==> src/rtl/rpn_evaluator.sv <==
// Token-stream RPN evaluator: register-array stack, wrapping ALU and a bit-serial restoring divider.
// Emits one result or one error code per expression; the output is held until the sink acknowledges it.
module rpn_evaluator #(
  parameter int WIDTH = 32,
  parameter int DEPTH = 16,
  parameter int CW    = $clog2(DEPTH+1)
) (
  input  logic             CLK,
  input  logic             RST,
  input  logic             INPUT_STB,
  input  logic [WIDTH-1:0] INPUT_DAT,
  input  logic             INPUT_IS_OP,
  output logic             INPUT_ACK,
  output logic             OUTPUT_STB,
  output logic [WIDTH-1:0] OUTPUT_DAT,
  output logic [2:0]       OUTPUT_ERR,
  input  logic             OUTPUT_ACK,
  output logic [CW-1:0]    STACK_CNT
);

  localparam int AW = $clog2(DEPTH);
  localparam int SW = $clog2(WIDTH+1);

  localparam logic [1:0] ST_ACCEPT = 2'd0;
  localparam logic [1:0] ST_DIVIDE = 2'd1;
  localparam logic [1:0] ST_OUTPUT = 2'd2;

  localparam logic [2:0] OP_ADD = 3'd0;
  localparam logic [2:0] OP_SUB = 3'd1;
  localparam logic [2:0] OP_MUL = 3'd2;
  localparam logic [2:0] OP_DIV = 3'd3;
  localparam logic [2:0] OP_MOD = 3'd4;
  localparam logic [2:0] OP_NEG = 3'd5;
  localparam logic [2:0] OP_DUP = 3'd6;

  localparam logic [CW-1:0] CNT_FULL = CW'(DEPTH);
  localparam logic [CW-1:0] CNT_ONE  = CW'(1);
  localparam logic [CW-1:0] CNT_TWO  = CW'(2);

  logic [1:0]       state_q, state_d;
  logic [CW-1:0]    cnt_q, cnt_d;
  logic             ack_q, ack_d;
  logic             ostb_q, ostb_d;
  logic [WIDTH-1:0] odat_q, odat_d;
  logic [2:0]       oerr_q, oerr_d;
  logic [WIDTH-1:0] dvs_q, dvs_d, rem_q, rem_d, quo_q, quo_d;
  logic [SW-1:0]    step_q, step_d;
  logic             mod_q, mod_d;

  logic [WIDTH-1:0] stk_q [DEPTH];
  logic             wr_en;
  logic [AW-1:0]    wr_idx;
  logic [WIDTH-1:0] wr_dat;
  logic [2:0]       err_code;

  logic [AW-1:0]    top_idx, sec_idx, push_idx;
  logic [WIDTH-1:0] op_a, op_b;
  logic [2:0]       opc;

  assign top_idx  = AW'(cnt_q - CNT_ONE);
  assign sec_idx  = AW'(cnt_q - CNT_TWO);
  assign push_idx = AW'(cnt_q);
  assign op_b     = stk_q[top_idx];
  assign op_a     = stk_q[sec_idx];
  assign opc      = INPUT_DAT[2:0];

  // One restoring step: shift in the next dividend bit, subtract if it fits.
  logic [WIDTH:0]   rem_sh, diff;
  logic [WIDTH-1:0] rem_n, quo_n;
  assign rem_sh = {rem_q, quo_q[WIDTH-1]};
  assign diff   = rem_sh - {1'b0, dvs_q};
  assign rem_n  = diff[WIDTH] ? rem_sh[WIDTH-1:0] : diff[WIDTH-1:0];
  assign quo_n  = {quo_q[WIDTH-2:0], ~diff[WIDTH]};

  always_comb begin
    state_d  = state_q;
    cnt_d    = cnt_q;
    ack_d    = 1'b0;
    ostb_d   = ostb_q;
    odat_d   = odat_q;
    oerr_d   = oerr_q;
    dvs_d    = dvs_q;
    rem_d    = rem_q;
    quo_d    = quo_q;
    step_d   = step_q;
    mod_d    = mod_q;
    wr_en    = 1'b0;
    wr_idx   = top_idx;
    wr_dat   = op_b;
    err_code = 3'd0;
    case (state_q)
      ST_ACCEPT: begin
        if (INPUT_STB && !ack_q) begin
          ack_d = 1'b1;
          if (!INPUT_IS_OP) begin
            if (cnt_q == CNT_FULL) err_code = 3'd1;
            else begin
              wr_en  = 1'b1;
              wr_idx = push_idx;
              wr_dat = INPUT_DAT;
              cnt_d  = cnt_q + CNT_ONE;
            end
          end else begin
            case (opc)
              OP_ADD, OP_SUB, OP_MUL: begin
                if (cnt_q < CNT_TWO) err_code = 3'd2;
                else begin
                  wr_en  = 1'b1;
                  wr_idx = sec_idx;
                  wr_dat = (opc == OP_ADD) ? op_a + op_b :
                           (opc == OP_SUB) ? op_a - op_b : op_a * op_b;
                  cnt_d  = cnt_q - CNT_ONE;
                end
              end
              OP_DIV, OP_MOD: begin
                if (cnt_q < CNT_TWO) err_code = 3'd2;
                else if (op_b == '0) err_code = 3'd3;
                else begin
                  ack_d   = 1'b0;
                  state_d = ST_DIVIDE;
                  dvs_d   = op_b;
                  quo_d   = op_a;
                  rem_d   = '0;
                  step_d  = '0;
                  mod_d   = (opc == OP_MOD);
                end
              end
              OP_NEG: begin
                if (cnt_q == '0) err_code = 3'd2;
                else begin
                  wr_en  = 1'b1;
                  wr_dat = '0 - op_b;
                end
              end
              OP_DUP: begin
                if (cnt_q == '0) err_code = 3'd2;
                else if (cnt_q == CNT_FULL) err_code = 3'd1;
                else begin
                  wr_en  = 1'b1;
                  wr_idx = push_idx;
                  cnt_d  = cnt_q + CNT_ONE;
                end
              end
              default: begin
                if (cnt_q == '0) err_code = 3'd2;
                else begin
                  ostb_d  = 1'b1;
                  odat_d  = op_b;
                  oerr_d  = (cnt_q == CNT_ONE) ? 3'd0 : 3'd4;
                  cnt_d   = '0;
                  state_d = ST_OUTPUT;
                end
              end
            endcase
          end
          if (err_code != 3'd0) begin
            cnt_d   = '0;
            ostb_d  = 1'b1;
            odat_d  = '0;
            oerr_d  = err_code;
            state_d = ST_OUTPUT;
          end
        end
      end
      ST_DIVIDE: begin
        rem_d  = rem_n;
        quo_d  = quo_n;
        step_d = step_q + SW'(1);
        // The final step writes its result directly, keeping DIVIDE at WIDTH cycles.
        if (step_q == SW'(WIDTH-1)) begin
          wr_en   = 1'b1;
          wr_idx  = sec_idx;
          wr_dat  = mod_q ? rem_n : quo_n;
          cnt_d   = cnt_q - CNT_ONE;
          ack_d   = 1'b1;
          state_d = ST_ACCEPT;
        end
      end
      default: begin
        if (ostb_q && OUTPUT_ACK) begin
          ostb_d  = 1'b0;
          state_d = ST_ACCEPT;
        end
      end
    endcase
  end

  always_ff @(posedge CLK) begin
    if (RST) begin
      state_q <= ST_ACCEPT;
      cnt_q   <= '0;
      ack_q   <= 1'b0;
      ostb_q  <= 1'b0;
      odat_q  <= '0;
      oerr_q  <= 3'd0;
      dvs_q   <= '0;
      rem_q   <= '0;
      quo_q   <= '0;
      step_q  <= '0;
      mod_q   <= 1'b0;
    end else begin
      state_q <= state_d;
      cnt_q   <= cnt_d;
      ack_q   <= ack_d;
      ostb_q  <= ostb_d;
      odat_q  <= odat_d;
      oerr_q  <= oerr_d;
      dvs_q   <= dvs_d;
      rem_q   <= rem_d;
      quo_q   <= quo_d;
      step_q  <= step_d;
      mod_q   <= mod_d;
    end
  end

  always_ff @(posedge CLK) begin
    if (wr_en) stk_q[wr_idx] <= wr_dat;
  end

  assign INPUT_ACK  = ack_q;
  assign OUTPUT_STB = ostb_q;
  assign OUTPUT_DAT = odat_q;
  assign OUTPUT_ERR = oerr_q;
  assign STACK_CNT  = cnt_q;

endmodule

==> config.mk <==
export PLATFORM = sky130hd
export DESIGN_NAME = rpn_evaluator
export DESIGN_NICKNAME = d
export VERILOG_FILES = /design/src/rtl/rpn_evaluator.sv
export SDC_FILE = /design/constraint.sdc
export NUM_CORES = 2
export LEC_CHECK = 0
export ABC_AREA = 1
export CELL_PAD_IN_SITES_DETAIL_PLACEMENT = 0
export CELL_PAD_IN_SITES_GLOBAL_PLACEMENT = 1
export CORE_ASPECT_RATIO = 1.1
export CORE_UTILIZATION = 45
export CTS_CLUSTER_SIZE = 14
export DETAILED_ROUTE_END_ITERATION = 7
export HOLD_SLACK_MARGIN = 0.06
export PLACE_DENSITY_LB_ADDON = 0.05
export SLEW_MARGIN = 20
export SYNTH_ARGS = -nofsm -noshare
export SYNTH_HDL_FRONTEND = slang
export SYNTH_SLANG_ARGS = --single-unit
==> constraint.sdc <==
create_clock -name CLK -period 26.5 [get_ports CLK]
set_clock_uncertainty 0.15 [all_clocks]
set_input_delay 5.3 -clock CLK [delete_from_list [all_inputs] [get_ports CLK]]
set_output_delay 5.3 -clock CLK [all_outputs]
set_load 0.02 [all_outputs]
==> results.md <==
Placement:
- At the end of routability-driven placement, the weighted congestion stood at 1.01.
- Before CTS, the worst setup slack after placement is 13,090 ps.
- The wire-length estimate of the detail-placed layout is 168,000 microns.
- Input and output buffers added on the ports amount to 78.
- Once placement finished, the instance area stood at 57,700 sq um.

Worst setup path:
- Data on the critical path is required at its endpoint by 26,750 ps.
- The maximum cell stage delay along the critical path is 870 ps.
- Data on the critical path arrives at its endpoint at 14,030 ps.
- The top fanout value on the critical path is 125.
- The most numerous cell type found on the critical path is sky130_fd_sc_hd__fa_1.
- The number of buffers and inverters on the critical path is 8.
- The classification of the worst setup path is reg -> reg.
- The kind of cell adding the most delay to the critical path is adder cells.
- The worst setup path is launched from a flip-flop.
- The sort of element at the end of the critical path is a flip-flop.
- The cell with the biggest individual delay on the critical path is sky130_fd_sc_hd__o21ai_0.

Floorplan:
- The die is 370 microns tall.
- The total area inside the core boundary comes to 122,000 sq um.
- Measured along the x axis, the die boundary spans approximately 340 microns.
- In this run the core area contains 134 standard-cell rows.
- The area of the die is 124,000 sq um.
- For this configuration, the core starts out at a cell density of 0.455.
- During I/O placement, the number of pins put on the boundary was 79.

STA:
- The worst path setup slack after routing is 12,720 ps.
- At the pin with the least slew margin, the transition time is 1250 ps.
- The final cycle utilization of the critical path is 0.520.
- The total negative slack for setup checks is 0 ps.
- Setup repair after global routing left no endpoint under its margin.
- The count of final setup violators is 0.
- The number of pins with negative max-slew slack in the final report is 0.
- The post-layout minimum cycle time is 13,780 ps.
- The worst hold slack is 311 ps.
- The number of hold violations in the final report is 0.
- The fmax is 72.6 MHz.
- Headroom to the max-slew limit came out at 0.148.

Detailed routing:
- The routed design has about 240,000 microns of wire.
- The mean number of vias per cell is between 5 and 6.
- Dividing the detail-routed wire length by the instance count gives 28.4 microns.
- For this block, the initial DRC count from the detailed router was 5,968.
- In the routed design, unresolved DRC markers number 1.
- The detailed-route via count is 51.4k.
- The first-pass detailed-route iteration total is 8.
- The post-route antenna net violation count is 0.

Global route:
- The final global-route overflow total is 0.
- The number of antenna violations at the first check in global routing is 4.
- The maximum number of pins on one net before global-route repair is 189.
- For this run, the total global-route usage over all layers was measured as 0.391.
- The first global-routing pass estimated 347,000 microns of wire.
- The number of global-route vias before repair is a little under 50k.

Layout:
- The final design area excluding fillers is 60,200 sq um.
- Of the cells placed in the final design, the portion with a size suffix greater than 1 is 0.0561.
- The area growth from synthesis to layout is 8.93%.
- The final layout contains approximately 7.6k nets.

Clock network:
- The clock reaches the later pin of the worst-skew pair after 690 ps.
- The number of post-CTS setup repair buffers is 0.
- The clock passes through at most 3 buffers.
- Counting every sink on the clock net gives 659.
- The number of buffers inserted for hold repair after clock tree synthesis is 0.
- The number of H-tree levels is 3.
- In this run the clock root is driven by a sky130_fd_sc_hd__clkbuf_16.
- The post-cts resize count is 0.
- TritonCTS created 77 clock buffers.
- The CTS clock-pin slew for the worst setup and hold paths is 60 ps.
- The CTS tree is built.

Logic synthesis:
- Synthesis instantiated 66 different standard cells from the library.
- Counting flops and latches in the post-synthesis netlist gives 659.
- When the netlist entered floorplanning its net count stood at 7,660.
- The sequential area share after synthesis is 0.331.
- Yosys mapped a number of flops with a built-in enable equal to 512.
- The cell count after synthesis is about 7k.
- After synthesis, the share of flip-flops with an asynchronous set or reset is 0.
- Among all flip-flop cells after synthesis, the most frequent one is sky130_fd_sc_hd__edfxtp_1.
- In this run the mean area of a mapped cell was around 7.9 sq um.
- During synthesis, Yosys emitted a total of 0 warnings.
- The total standard cell area after synthesis is 55,300 sq um.

Flow run:
- Across the run, the number of max-cap violations was 0.

Run status:
- The final reports fail on design-rule violations.
- The run finished, with violations left.

Hold path:
- The worst hold-check path type is reg -> reg.
==> cell type report <==
class | count | area [sq um]
Antenna cell | 1 | 2.50
Clock buffer | 95 | 2060
Clock inverter | 42 | 427
Fill cell | 12000 | 61300
Inverter | 898 | 3400
Multi-Input combinational cell | 5017 | 31900
Sequential cell | 659 | 18300
Tap cell | 1632 | 2040
Timing Repair Buffer | 247 | 2070
==> sequential cells by signal (all words and copies together) (netlist names) <==
name and count:
dvs_q 32, quo_q 32, STACK_CNT 5, OUTPUT_DAT 32, INPUT_ACK 1, OUTPUT_STB 1, mod_q 1, stk_q 512
OUTPUT_ERR 3, rem_q 32, step_q 6, state_q 2
==> routing by layer <==
metal / share of wire / vias to the layer above / track usage
li1: - / 22900 / -
met1: 0.39 / 25100 / 0.491
met2: 0.45 / 2705 / 0.614
met3: 0.085 / 701 / 0.0635
met4: 0.082 / 10 / 0.274
met5: 0.00029 / - / 0
==> cells in the final DEF (no fill, tap or decap), types with 12 or more instances in the layout <==
master                            synthesis  layout
sky130_fd_sc_hd__o21ai_0                379     377
sky130_fd_sc_hd__nand2_1               1553    1551
sky130_fd_sc_hd__nor3_1                  38      38
sky130_fd_sc_hd__o21a_1                  13      13
sky130_fd_sc_hd__fa_1                   411     411
sky130_fd_sc_hd__nor2_1                 631     610
sky130_fd_sc_hd__a2bb2oi_1               16      16
sky130_fd_sc_hd__clkdlybuf4s50_1          0      77
sky130_fd_sc_hd__nand3_1                827     827
sky130_fd_sc_hd__or2_2                   13      13
sky130_fd_sc_hd__o211ai_1               165     165
sky130_fd_sc_hd__xor2_1                  46      46
sky130_fd_sc_hd__o221ai_1                28      27
sky130_fd_sc_hd__nor2_4                   2      20
sky130_fd_sc_hd__o21ai_1                 24      24
sky130_fd_sc_hd__inv_2                   26      26
sky130_fd_sc_hd__clkinv_1                21      37
sky130_fd_sc_hd__xnor2_1                 28      27
sky130_fd_sc_hd__a21oi_1                402     401
sky130_fd_sc_hd__a31oi_1                 61      61
sky130_fd_sc_hd__edfxtp_1               512     512
sky130_fd_sc_hd__inv_1                  848     846
sky130_fd_sc_hd__ha_1                   226     224
sky130_fd_sc_hd__dfxtp_1                147     144
sky130_fd_sc_hd__buf_4                   20     167
sky130_fd_sc_hd__nand2_2                 14      15
sky130_fd_sc_hd__o2111ai_1               20      20
sky130_fd_sc_hd__clkbuf_16                0      78
sky130_fd_sc_hd__clkbuf_1               188      12
==> worst paths after layout <==
check / slack, ps / cells past startpoint / to / start
worst max-delay path: 12720 / 33 / stk_q[2][25] / STACK_CNT[0]
worst min register to register: 310 / 2 / OUTPUT_DAT[30] / OUTPUT_DAT[30]
worst max register to register: 12720 / 33 / stk_q[2][25] / STACK_CNT[0]
worst min-delay path: 310 / 2 / OUTPUT_DAT[30] / OUTPUT_DAT[30]
==> cells in the mapped netlist, types with 7 or more instances <==
cell type                   count  area [sq um]
sky130_fd_sc_hd__a31oi_1       61           382
sky130_fd_sc_hd__o21ai_1       24           120
sky130_fd_sc_hd__a21oi_1      402          2010
sky130_fd_sc_hd__clkbuf_1     188           706
sky130_fd_sc_hd__fa_1         411          8230
sky130_fd_sc_hd__buf_2        145           726
sky130_fd_sc_hd__inv_1        848          3180
sky130_fd_sc_hd__or2_2         13          81.3
sky130_fd_sc_hd__o21a_1        13          97.6
sky130_fd_sc_hd__ha_1         226          2830
sky130_fd_sc_hd__dfxtp_1      147          2940
sky130_fd_sc_hd__nand4_1       10          62.6
sky130_fd_sc_hd__buf_1         46           173
sky130_fd_sc_hd__inv_2         26          97.6
sky130_fd_sc_hd__o2111ai_1     20           175
sky130_fd_sc_hd__nand3b_1      10          75.1
sky130_fd_sc_hd__a21o_1        11          82.6
sky130_fd_sc_hd__buf_6         13           146
sky130_fd_sc_hd__xor2_1        46           403
sky130_fd_sc_hd__o21ai_0      379          1900
sky130_fd_sc_hd__nand2_2       14          87.6
sky130_fd_sc_hd__buf_4         20           150
sky130_fd_sc_hd__nor2_1       631          2370
sky130_fd_sc_hd__nand2_1     1553          5830
sky130_fd_sc_hd__nor4_1         7          43.8
sky130_fd_sc_hd__nand3_1      827          4140
sky130_fd_sc_hd__xnor2_1       28           245
sky130_fd_sc_hd__o21bai_1      11          82.6
sky130_fd_sc_hd__nor3_1        38           190
sky130_fd_sc_hd__o211ai_1     165          1240
sky130_fd_sc_hd__clkinv_1      21          78.8
sky130_fd_sc_hd__a2bb2oi_1     16           140
sky130_fd_sc_hd__a22oi_1       10          75.1
sky130_fd_sc_hd__o221ai_1      28           245
sky130_fd_sc_hd__edfxtp_1     512         15400
==> worst register-to-register path: cells and delay by family (launching register included) <==
family	cells	cell delay, ps
adder cells (fa/ha/maj)	10	5040
AO/OA/AOI/OAI	7	2670
AND/OR/NAND/NOR	8	1170
flip-flops	1	840
buffers and inverters	8	3590
==> per-stage QoR <==
stage,util,instances
after floorplan,-,6986
after global placement,0.475,8452
after detailed placement,0.475,8452
after CTS,0.496,8589
after global routing,0.496,8590
final,0.496,8591
==> cells by family after synthesis <==
family / count (synthesis) / synth area share
AND/OR/NAND/NOR: 3119 / 0.236
buffers and inverters: 1310 / 0.0955
AO/OA/AOI/OAI: 1184 / 0.125
flip-flops: 659 / 0.331
adder cells (fa/ha/maj): 637 / 0.200
XOR/XNOR: 76 / 0.0125
multiplexers: 1 / 0.000181
Power is not shown: default switching activity piles up to over one toggle a cycle in this logic, so the estimate is an artifact.
